## config.mk

```make
export PLATFORM = sky130hd
export DESIGN_NAME = ps2_cmd_tx
export DESIGN_NICKNAME = d
export VERILOG_FILES = /design/src/rtl/ps2_cmd_tx.sv
export SDC_FILE = /design/constraint.sdc
export NUM_CORES = 1
export LEC_CHECK = 0
export CORE_UTILIZATION = 52
export CTS_CLUSTER_SIZE = 40
export DETAILED_ROUTE_END_ITERATION = 10
export HOLD_SLACK_MARGIN = 0.05
export MAX_ROUTING_LAYER = met4
export PLACE_DENSITY = 0.78
export REMOVE_ABC_BUFFERS = 1
export SYNTH_ARGS = -nofsm -noshare
export SYNTH_HDL_FRONTEND = slang
export SYNTH_SLANG_ARGS = --single-unit
```

## constraint.sdc

```tcl
create_clock -name CLOCK_50 -period 2.65 [get_ports CLOCK_50]
set_input_delay 0.53 -clock CLOCK_50 [delete_from_list [all_inputs] [get_ports CLOCK_50]]
set_output_delay 0.53 -clock CLOCK_50 [all_outputs]
set_load 0.03 [all_outputs]
```

## src/rtl/ps2_cmd_tx.sv

```systemverilog
// PS/2 host-to-device command transmitter: inhibits the bus, issues a start bit,
// shifts out cmd/odd-parity/stop on device clock falls and checks the device ACK.
module ps2_cmd_tx #(
  parameter int CLK_INHIBIT_CYCLES = 5000,
  parameter int START_TIMEOUT      = 750000,
  parameter int XFER_TIMEOUT       = 100000
) (
  input  logic       CLOCK_50,
  input  logic       reset,
  input  logic       send,
  input  logic [7:0] cmd,
  input  logic       ps2_clk_in,
  input  logic       ps2_dat_in,
  output logic       ps2_clk_oe,
  output logic       ps2_dat_oe,
  output logic       busy,
  output logic       done,
  output logic       error
);

  localparam int MAX_AB  = (CLK_INHIBIT_CYCLES > START_TIMEOUT) ? CLK_INHIBIT_CYCLES : START_TIMEOUT;
  localparam int MAX_CNT = (MAX_AB > XFER_TIMEOUT) ? MAX_AB : XFER_TIMEOUT;
  localparam int CNT_W   = $clog2(MAX_CNT + 1);

  localparam logic [CNT_W-1:0] INH_LAST   = CNT_W'(CLK_INHIBIT_CYCLES - 1);
  localparam logic [CNT_W-1:0] START_LAST = CNT_W'(START_TIMEOUT - 1);
  localparam logic [CNT_W-1:0] XFER_LAST  = CNT_W'(XFER_TIMEOUT - 1);
  localparam logic [CNT_W-1:0] CNT_ONE    = CNT_W'(1);

  typedef enum logic [2:0] {
    S_IDLE, S_INHIBIT, S_REQ, S_DATA, S_ACK, S_WAIT_IDLE
  } state_t;

  state_t           state_q, state_d;
  logic [9:0]       frame_q, frame_d;   // {stop, parity, cmd[7:0]}, sent LSB first
  logic [3:0]       idx_q, idx_d;
  logic [CNT_W-1:0] cnt_q, cnt_d;
  logic             dat_oe_q, dat_oe_d;
  logic             done_q, done_d;
  logic             error_q, error_d;

  logic clk_meta_q, clk_sync_q, clk_prev_q;
  logic dat_meta_q, dat_sync_q;
  logic fall;

  assign fall = clk_prev_q & ~clk_sync_q;

  always_comb begin
    // NOTE: every output of this block gets a default first so no path can infer a latch.
    state_d  = state_q;
    frame_d  = frame_q;
    idx_d    = idx_q;
    cnt_d    = cnt_q + CNT_ONE;
    dat_oe_d = dat_oe_q;
    done_d   = 1'b0;
    error_d  = 1'b0;

    case (state_q)
      S_IDLE: begin
        cnt_d    = cnt_q;
        dat_oe_d = 1'b0;
        if (send) begin
          frame_d = {1'b1, ~^cmd, cmd};
          idx_d   = 4'd0;
          cnt_d   = '0;
          state_d = S_INHIBIT;
        end
      end

      S_INHIBIT: begin
        dat_oe_d = 1'b0;
        if (cnt_q == INH_LAST) begin
          cnt_d    = '0;
          dat_oe_d = 1'b1;
          state_d  = S_REQ;
        end
      end

      S_REQ: begin
        // Timeout is tested first so a coincident fall loses.
        if (cnt_q == START_LAST) begin
          cnt_d    = '0;
          dat_oe_d = 1'b0;
          error_d  = 1'b1;
          state_d  = S_IDLE;
        end else if (fall) begin
          cnt_d    = '0;
          dat_oe_d = ~frame_q[0];
          idx_d    = 4'd1;
          state_d  = S_DATA;
        end
      end

      S_DATA: begin
        if (cnt_q == XFER_LAST) begin
          cnt_d    = '0;
          dat_oe_d = 1'b0;
          error_d  = 1'b1;
          state_d  = S_IDLE;
        end else if (fall) begin
          dat_oe_d = ~frame_q[idx_q];
          idx_d    = idx_q + 4'd1;
          if (idx_q == 4'd9) state_d = S_ACK;
        end
      end

      S_ACK: begin
        dat_oe_d = 1'b0;
        if (cnt_q == XFER_LAST) begin
          cnt_d   = '0;
          error_d = 1'b1;
          state_d = S_IDLE;
        end else if (fall) begin
          if (dat_sync_q) begin
            error_d = 1'b1;
            state_d = S_IDLE;
          end else begin
            state_d = S_WAIT_IDLE;
          end
        end
      end

      S_WAIT_IDLE: begin
        cnt_d    = cnt_q;
        dat_oe_d = 1'b0;
        if (clk_sync_q && dat_sync_q) begin
          done_d  = 1'b1;
          state_d = S_IDLE;
        end
      end

      default: begin
        cnt_d    = '0;
        dat_oe_d = 1'b0;
        state_d  = S_IDLE;
      end
    endcase
  end

  // NOTE: state uses non-blocking assignments so every flop samples pre-edge values.
  always_ff @(posedge CLOCK_50) begin
    if (reset) begin
      state_q    <= S_IDLE;
      frame_q    <= '0;
      idx_q      <= '0;
      cnt_q      <= '0;
      dat_oe_q   <= 1'b0;
      done_q     <= 1'b0;
      error_q    <= 1'b0;
      // NOTE: synchronizers reset to the idle-bus level so no false fall follows reset.
      clk_meta_q <= 1'b1;
      clk_sync_q <= 1'b1;
      clk_prev_q <= 1'b1;
      dat_meta_q <= 1'b1;
      dat_sync_q <= 1'b1;
    end else begin
      state_q    <= state_d;
      frame_q    <= frame_d;
      idx_q      <= idx_d;
      cnt_q      <= cnt_d;
      dat_oe_q   <= dat_oe_d;
      done_q     <= done_d;
      error_q    <= error_d;
      clk_meta_q <= ps2_clk_in;
      clk_sync_q <= clk_meta_q;
      clk_prev_q <= clk_sync_q;
      dat_meta_q <= ps2_dat_in;
      dat_sync_q <= dat_meta_q;
    end
  end

  assign ps2_clk_oe = (state_q == S_INHIBIT);
  assign ps2_dat_oe = dat_oe_q;
  assign busy       = (state_q != S_IDLE);
  assign done       = done_q;
  assign error      = error_q;

endmodule

```

# Yosys cells after proc, flatten, opt, wreduce, memory -nomap -nowiden
# Cells that the tools add are included.
# totals
regBits	45
input_bits	13
output_inout_bits	5
wordCells	91
# classes
add_sub_neg	2
n_lt_le_gt_ge	1
eq_ne	20
muxes	39
bitwise_logic	5
n_reduce_logical	12
# ops
operator	n
20-bit 2-to-1 mux	5
20-bit case mux with 5 select lines	1
3-bit 2-to-1 mux	11
20-bit by 1-bit adder with 20-bit output, second input constant	1
20-bit by 13-bit equality test with 1-bit output, second input constant	1
20-bit by 17-bit equality test with 1-bit output, second input constant	1
20-bit equality test, second input constant	1
4-bit 2-to-1 mux	5
3-bit case mux with 6 select lines	1
1-bit 2-to-1 mux	12
2-bit inequality test, second input constant	6
3-bit inequality test, second input constant	4
4-bit case mux with 3 select lines	1
8-bit XNOR reduction	1
7-bit AND reduction	1
3-bit by 2-bit equality test with 1-bit output, second input constant	2
3-bit equality test, second input constant	2
1-bit case mux with 3 select lines	2
2-bit AND reduction	3
6-bit AND reduction	1
3-bit nonzero test	2
4-bit by 5-bit less-than comparator with 1-bit output, second input constant	1
4-bit by 1-bit adder with 4-bit output, second input constant	1
1-bit binary-select mux with 4-bit select	1
other kinds (8)	12

# Longest topological paths before layout
# Gate-level depths: netlist of the first run.
# depth
word_depth	6
ltp_mapped	9
depth_no_buf	7

# Worst setup path before layout of the first run
# Ideal clock, no wire load.
# synth_path
path_kind	register to register
start	reg cnt_q[6]
end	reg state_q[2]
setup_time_ps	70
arrival_ps	2424
required_ps	2580
path_slack_ps	156
stages_incl_launch_ff	7
n_path_buf	0
synth_period_minus_slack_ps	2494
cell_sequence	dfxtp_1 -> or4b_1 -> or4_4 -> o41ai_4 -> o221ai_2 -> or4_1 -> a21oi_1
# synth_via
elab_chain_len	3
elab_cells_between_ends	13
cone_classes	eq/ne: 8; mux: 4; reduce/logical: 1
# synth_rtl
item	line_no	source
start: declaration	37	logic [CNT_W-1:0] cnt_q, cnt_d;
start signal: assignment	160	cnt_q <= cnt_d;
20-bit by 17-bit equality test with 1-bit output, or another cell as far along	95, 109	
3-bit inequality test (no line), or another cell as far along	-	
7-bit AND reduction (no line) or 3-bit case mux with 6 select lines (tied branches)	-	
end signal: assignment	157	state_q <= state_d;
end: declaration	34	state_t state_q, state_d;
# Several ways; a longest one is shown, not always the timed one.
# A chain may end at the register's enable or synchronous reset.

# Final worst setup path of the first run
# Ends and elaborated chain as after synthesis.

==> results, run 1 <==
- The maximum VDD drop is between 0.0004 and 0.0005 V.
- The most frequent cell after synthesis is sky130_fd_sc_hd__nand2_1.
- At the placement stage, the worst setup path has a slack of around 0.035 ns.
- Of all flip-flops after synthesis, the portion carrying an async set or reset was 0.
- In the final routed layout, each cell accounts on average for approximately 15 µm.
- The critical register-to-register path endpoint is state_q[2].
- The worst setup path is launched from a flop.
- The element type at the critical path end is a flop.
- The count of clock tree sinks is 45.
- For this run, the detailed router's first-pass iteration total came to 6.
- Counting every instance in the synthesized netlist gives 297.
- The maximum number of pins on one net before global-route repair is 17.
- The number of antenna-violating nets in the routed design is 0.
- The highest-delay cell along the critical path is sky130_fd_sc_hd__or4b_1.
- The count of state elements after synthesis is 45.
- The most used flip-flop cell after synthesis is sky130_fd_sc_hd__dfxtp_1.
- The leakage component of the power is around 0.00096 µW.
- The sequential cell area in the final layout is about 900 µm².
- The cell family contributing the most delay on the critical path is simple AND/OR/NAND/NOR gates.
- The number of placed instances, taps included, is roughly 370.
- From left edge to right edge, the die measures around 70 µm.
- The run finished with clean final reports.
- The critical register-to-register path startpoint is cnt_q[6].
- The number of stages on the worst hold path is 1.
- Of the available clock period, the critical path in the final layout requires 0.955.
- The highest fanout seen on the critical path is 5.
- In this run the tool buffered the top-level ports with 17 buffer cells.
- During synthesis, Yosys emitted a total of 0 warnings.
- The final-report hold violation count came to 0.
- The clock edge transition at the registers on the reported setup and hold paths is around 0.080 ns.
- For this run, the top clock speed supported by timing is ~400 MHz.
- After detailed routing, the number of vias per cell comes to between 6 and 7.
- The total chip power is ~2000 µW.
- The cell depth of the worst flop-to-flop path is 6.
- The final route contains about 2300 vias.
- The core outline area is between 0.004 and 0.005 mm².
- The number of global-route vias before repair was slightly below 2000.
- Wires add up to 5.47 mm.
- Sorting the synthesized cells by area gives the leading types as sky130_fd_sc_hd__dfxtp_1 (38%), sky130_fd_sc_hd__nand2_1 (7.2%), sky130_fd_sc_hd__xnor2_1 (4.7%).
- The signal on the critical path passes through or4b_1, or4_4, o41ai_4, o221ai_2, or4_1, a21oi_1.
- In the final layout, the share of cells above drive strength 1 is 0.128.
- The post-layout minimum cycle time is 2.53 ns.
- The number of top-level pins is 18.
- In the routed design, unresolved DRC markers number 0.
- Clock skew on the completed layout was measured at about 0.0027 ns.
- The number of buffers created by CTS is 5.
- The post-synthesis to final-layout area growth is 15.8%.
- The per-instance average area after synthesis is 8.09 µm².
- In this run the register-to-register setup slack is 0.12 ns.
- The number of max-capacitance violations reported is 0.
- The worst hold path terminates at clk_sync_q.
- Setup repair after global routing left no endpoint under its margin.
- Counting the fill cells in the layout gives 370.
- The unique cell type count in the Yosys netlist is 48.
- The die covers 0.00490 mm².
- CTS built an H-tree with a depth of 2.
- The number of slew-limit violations in the final report is 0.
- The first global-routing pass estimated roughly 9.3 mm of wire.
- The half-perimeter wire length of the detailed placement result is 3.96 mm.
- TritonCTS built the clock tree.
- The die outline height is around 70 µm.
- Of all cell types, the one taking the most synthesized area is sky130_fd_sc_hd__dfxtp_1.
- The arrival time of the worst setup path is roughly 2.8 ns.
- The initial antenna violation count is 0.
- Dividing total power by cell area gives a power density of 710 mW/mm².
- The count of endpoints failing setup in the final report is 0.
- The max-slew headroom at the worst pin is 0.631.
- The buffer cell driving the clock tree root is sky130_fd_sc_hd__clkbuf_8.
- The number of buffers and inverters on the critical path is 0.
- The path class of the tightest hold or removal check is reg2reg.
- The clock insertion delay at the later pin of the skew report is ~0.29 ns.
- For this configuration, the core starts out at a cell density of 0.548.
- The type of the worst setup path is reg2reg.
- The total overflow left after global routing is 0.
- The antenna cell count is 0.
- The count of routing violations after the opening detailed-route iteration is 276.
- Row generation in the floorplan step produced 24 rows.
- By count the netlist is led by sky130_fd_sc_hd__nand2_1 (46), sky130_fd_sc_hd__dfxtp_1 (45), sky130_fd_sc_hd__nor2_1 (28).
- The clock passes through at most 2 buffers.
- The multi-input combinational cells in the finished layout cover a total of ~0.0014 mm².
- The final net count is around 340.
- At the worst endpoint, the required time is between 2 and 3 ns.
- The worst-margin pin slew is about 0.55 ns.
- In this run the most critical hold path is launched from clk_meta_q.
- In the global route stage, overall resource usage came out at 0.237.
- The congestion estimate from routability-driven global placement came to 0.927.
- The share of the synthesized area in the top cell type is 0.375.
- The number of synthesized flops with an enable pin is 0.
- The area of the mapped netlist is 0.00240 mm².
- The largest single stage delay on the critical path is about 0.52 ns.
- The finished layout holds roughly 370 standard cells, fillers aside.
- Of the synthesized area, sequential elements account for 0.375.
- Setup slack closes at ~0.12 ns.
==> through the flow <==
stage | TNS [ns] | instance area [µm²] | hold WS [ns] | util
3_5_place_dp | 0 | 2680 | 0.397 | 0.612
5_1_grt | 0 | 2780 | 0.431 | 0.635
4_1_cts | 0 | 2780 | 0.417 | 0.634
6_report | 0 | 2780 | 0.415 | 0.635
2_1_floorplan | -2.24 | 2340 | 0.389 | -
3_3_place_gp | 0 | 2680 | 0.393 | 0.612
==> worst reg2reg max path, cell delays in order (launching register included) <==
cell	delay (ns)
sky130_fd_sc_hd__dfxtp_1	0.35
sky130_fd_sc_hd__or4b_1	0.52
sky130_fd_sc_hd__or4_4	0.47
sky130_fd_sc_hd__o41ai_4	0.31
sky130_fd_sc_hd__o221ai_2	0.17
sky130_fd_sc_hd__or4_1	0.52
sky130_fd_sc_hd__a21oi_1	0.13
==> sequential cells by signal (all words and copies together) (netlist names), 3 cells and up <==
signal   flops
state_q      3
idx_q        4
cnt_q       20
frame_q     10
==> cells by family after synthesis <==
kind of cell	count (synthesis)	synth area share
adders and majority gates	3	0.0156
AOI/OAI and AO/OA	53	0.154
DFF	45	0.375
xor gates and xnor gates	20	0.0729
muxes	3	0.0234
buffers and inverters	21	0.0344
and+or+nand+nor	152	0.325
==> final cells by class <==
cell class,instances,share of cell area
Inverter,6,0.00809
Timing Repair Buffer,31,0.0989
Sequential cell,45,0.324
Clock inverter,2,0.00495
Multi-Input combinational cell,231,0.511
Tap cell,52,0.0234
Clock buffer,6,0.0297
==> what timing repair did <==
item | 4_1_cts | 5_1_grt
gates resized for setup | 0 | 1
setup endpoints to repair | 0 | 1
hold buffers | 0 | 0
setup buffers | 0 | 0
==> how the worst max path moves through the flow <==
stage                  start    endpoint  slack [ns]  cells past startpoint
detailed placement  cnt_q[6]  state_q[2]        0.04                      6
CTS                 cnt_q[6]  state_q[2]      0.0007                      6
finish              cnt_q[6]  state_q[2]        0.12                      6
global placement    cnt_q[6]  state_q[2]        0.07                      6
floorplan           cnt_q[6]   cnt_q[10]       -0.17                      6
global route        cnt_q[6]  state_q[2]       0.008                      6
==> report_power, final <==
group,total [µW],switching [µW],internal (µW),leakage (µW)
Combinational,723,420,303,0.000540
Clock,445,234,212,0.0000512
Sequential,807,62.7,745,0.000366
Total,1980,717,1260,0.000957
==> placed cells by master, fill, tap and decap left out, drive strengths merged, types with 4 or more instances in the layout <==
cell           instances
a31oi                  6
or4                   11
nor2b                  4
nand3                 12
o21ai                  7
nand2                 46
xnor2                 13
clkdlybuf4s50         17
nor2                  28
a21oi                 18
nor4                   4
xor2                   7
buf                   14
clkbuf                 6
nor3                   9
nand4                  9
inv                    6
or2                    5
dfxtp                 45
and3                   5
==> layer usage <==
metal / GRT usage / routed length, µm / vias to the layer above / part of all wire
li1: - / - / 1112 / -
met1: 0.331 / 2620 / 1058 / 0.48
met2: 0.361 / 2540 / 81 / 0.46
met3: 0.0433 / 270 / 7 / 0.049
met4: 0.0511 / 47 / 0 / 0.0086
met5: - / 0 / - / 0
(Power assumes the default switching activity.)
==> run 2, diff against run 1 <==
Settings changed: GPL_TIMING_DRIVEN set to 0.
==> run 2 against run 1 <==
Final cell count decreased by 2.4%. Hold slack improved by 0.0049 ns. Fmax decreased by 3.0%. First-iteration DRC count increased by 2.9%. Non-clock buffer count decreased by 9. Sequential share of layout area decreased by 0.083 points. Sequential power increased by 3.7%. Utilization increased by 0.43 points. Flip-flop and latch count unchanged. Critical endpoint unchanged.
==> results, run 2 (same netlist as run 1, synthesis figures left out) <==
- Leaving out fill and tap cells, the most frequent cells in the layout are sky130_fd_sc_hd__nand2_1 (46), sky130_fd_sc_hd__dfxtp_1 (42), sky130_fd_sc_hd__nor2_1 (28).
- For the worst setup path, the data required time is between 2 and 3 ns.
- The overall die area is 0.00490 mm².
- For the worst-skew pair, the clock arrives at the later sink with an insertion delay of just over 0.3 ns.
- The flow ran to the end, and the final reports show no timing, DRC or antenna violations.
- The number of hold buffers added after cts is 0.
- During placement, the flow inserted port buffers numbering 17.
- The worst-margin pin slew is approximately 1.2 ns.
- The final net count is 327.
- The max-slew headroom at the worst pin is 0.225.
- The clock passes through at most 2 buffers.
- Setup repair after global routing could not meet its margin everywhere.
- The first global-routing pass estimated a little over 9 mm of wire.
- The total global routing track utilization is 0.235.
- The element type at the critical path start is a flop.
- Entering global routing, the biggest net connects 33 pins.
- The register with the most flip-flops in the layout has 20 of them.
- The critical register-to-register path endpoint is state_q[2].
- The worst setup path endpoint is state_q[2].
- The global-route track usage on met2 is 0.314.
- The critical path starts at cnt_q[6].
- The fraction of final layout cells sized beyond drive strength 1 is 0.125.
- The number of rows created at floorplan is 24.
- The leakage component of the power is approximately 0.00094 µW.
- In the final routed layout, each cell accounts on average for about 15 µm.
- The final layout contains routed wiring with a total length of 5.30 mm.
- After filler insertion, the fill cell instance count of the layout stands at roughly 370.
- Measured in cells, the most critical reg-to-reg path has a length of 6.
- Prior to clock tree synthesis, the placed netlist has a worst setup slack of -0.720 ns.
- The number of max-capacitance violations reported is 0.
- The final-report hold violation count is 0.
- The tree is rooted in a sky130_fd_sc_hd__clkbuf_8.
- The largest registers in the layout are cnt_q x20, frame_q x10, idx_q x4.
- The register with the highest flop count is cnt_q.
- The setup slack of the worst register-to-register path is approximately 0.042 ns.
- The number of clock buffers added by TritonCTS is 5.
- TritonCTS built the clock tree.
- Of all nets on the critical path, the largest fanout is 5.
- The initial utilization of the core area, before any placement, comes to 0.548.
- The placer congestion estimate is ~0.88.
- The number of top-level pins is 18.
- The per-cell via count in the routed design is 6.03.
- For the final database, setup skew stands at 0.00724 ns.
- In this run, the number of DRC markers left after iteration 0 of detailed routing was 284.
- The antenna cell count is 0.
- The detailed-routing iteration count for the pre-antenna-repair pass is 4.
- The number of global-route vias before repair is 1900.
- Including well taps, the total number of placed cells is ~350.
- The final period utilization is 0.984.
- The core outline area is roughly 0.0044 mm².
- The sequential cell area in the final layout is 905 µm².
- The critical path is of the reg2reg type.
- The area occupied by multi-input gates is around 0.0015 mm².
- The number of slew-limit violations in the final report is 0.
- The global-route met3 utilization is 0.0375.
- The die outline height is around 70 µm.
- The H-tree level count is 2.
- The worst setup path is captured at a flop.
- The final standard cell count with taps included and fillers excluded is approximately 360.
- Global routing finished with a remaining overflow of 0.
- In the global route stage, met1 resource usage came out at 0.349.
- In this run the most used layer during global routing was met1.
- The maximum VDD drop is roughly 0.00037 V.
- Compared with the post-synthesis result, the final layout area differs by 16.6%.
- The clock edge transition at the registers on the reported setup and hold paths is approximately 0.080 ns.
- The critical register-to-register path startpoint is cnt_q[6].
- The initial antenna violation count is 0.
- The die is between 60 and 70 µm wide.
- The worst setup slack after layout is between 0.04 and 0.05 ns.
- Timing would allow up to between 300 and 400 MHz.
- The detailed-route via count is approximately 2200.
- The half-perimeter wire length of the detailed placement result is 3.63 mm.
- The library cell used most frequently in the layout, excluding fill and tap cells, is sky130_fd_sc_hd__nand2_1.
- At the worst endpoint, the arrival time is between 2 and 3 ns.
- Counting I/O delays and the setup requirement, the final critical path takes 2.61 ns.
- After detailed routing, the number of remaining DRC violations is 0.
- The count of nets left with antenna violations once routing finished came out at 0.
- The worst min-delay path class is reg2reg.
- In this run the power density over the cells is between 700 and 800 mW/mm².
- The count of endpoints failing setup in the final report is 0.
- The tree built by TritonCTS fans out to between 40 and 50 sinks.
## run 2: critical path, cell delays in order (launching register included)
cell and delay (ns):
sky130_fd_sc_hd__dfxtp_2 0.35, sky130_fd_sc_hd__or4b_1 0.52, sky130_fd_sc_hd__or4_4 0.48, sky130_fd_sc_hd__o41ai_4 0.34, sky130_fd_sc_hd__o221ai_2 0.18, sky130_fd_sc_hd__or4_1 0.52
sky130_fd_sc_hd__a21oi_1 0.13
## run 2: routing by layer
metal / vias up / part of all wire / routed length, µm
met3: 10 / 0.060 / 316
li1: 1096 / - / -
met5: - / 0 / 0
met4: 0 / 0.017 / 91
met2: 79 / 0.43 / 2270
met1: 1011 / 0.49 / 2620
## run 2: worst min-delay path by stage
| stage | startpoint | slack (ns) | endpoint | depth (start not counted) |
|---|---|---|---|---|
| after detailed placement | clk_meta_q | 0.40 | clk_sync_q | 1 |
| after global placement | clk_meta_q | 0.39 | clk_sync_q | 1 |
| after global routing | dat_meta_q | 0.44 | dat_sync_q | 1 |
| after floorplan | clk_meta_q | 0.39 | clk_sync_q | 1 |
| final | clk_meta_q | 0.42 | clk_sync_q | 1 |
| after CTS | clk_meta_q | 0.42 | clk_sync_q | 1 |
## run 2: layout make-up
| cell class | count | share of cell area |
|---|---|---|
| multi-input cells | 231 | 0.519 |
| flip-flops and latches | 45 | 0.323 |
| repair buffers | 22 | 0.0786 |
| clock buffers | 5 | 0.0246 |
| clock inverters | 3 | 0.0232 |
| well taps | 52 | 0.0232 |
| inverters | 6 | 0.00804 |
## run 2: through the flow
stage	hold slack [ns]	utilization	setup TNS (ns)	total power [µW]	instance area (µm²)
global placement	0.395	0.588	-9.06	1460	2580
floorplan	0.389	-	-2.24	1270	2340
global route	0.440	0.639	-0.0617	2290	2800
CTS	0.424	0.624	-0.0269	2110	2730
finish	0.420	0.639	0	2180	2800
detailed placement	0.404	0.588	-9.67	1470	2580
## run 2: timing repair
item                                    4_1_cts  5_1_grt
resized for setup                             3        7
buffers inserted                              1        4
pin swaps                                     2        1
endpoints found under the setup margin       21       22
## run 2: power breakdown
group / internal (µW) / leakage (µW) / total (µW) / switching (µW)
clock network: 374 / 0.0000681 / 608 / 233
logic: 314 / 0.000503 / 730 / 416
registers: 747 / 0.000367 / 837 / 89.6
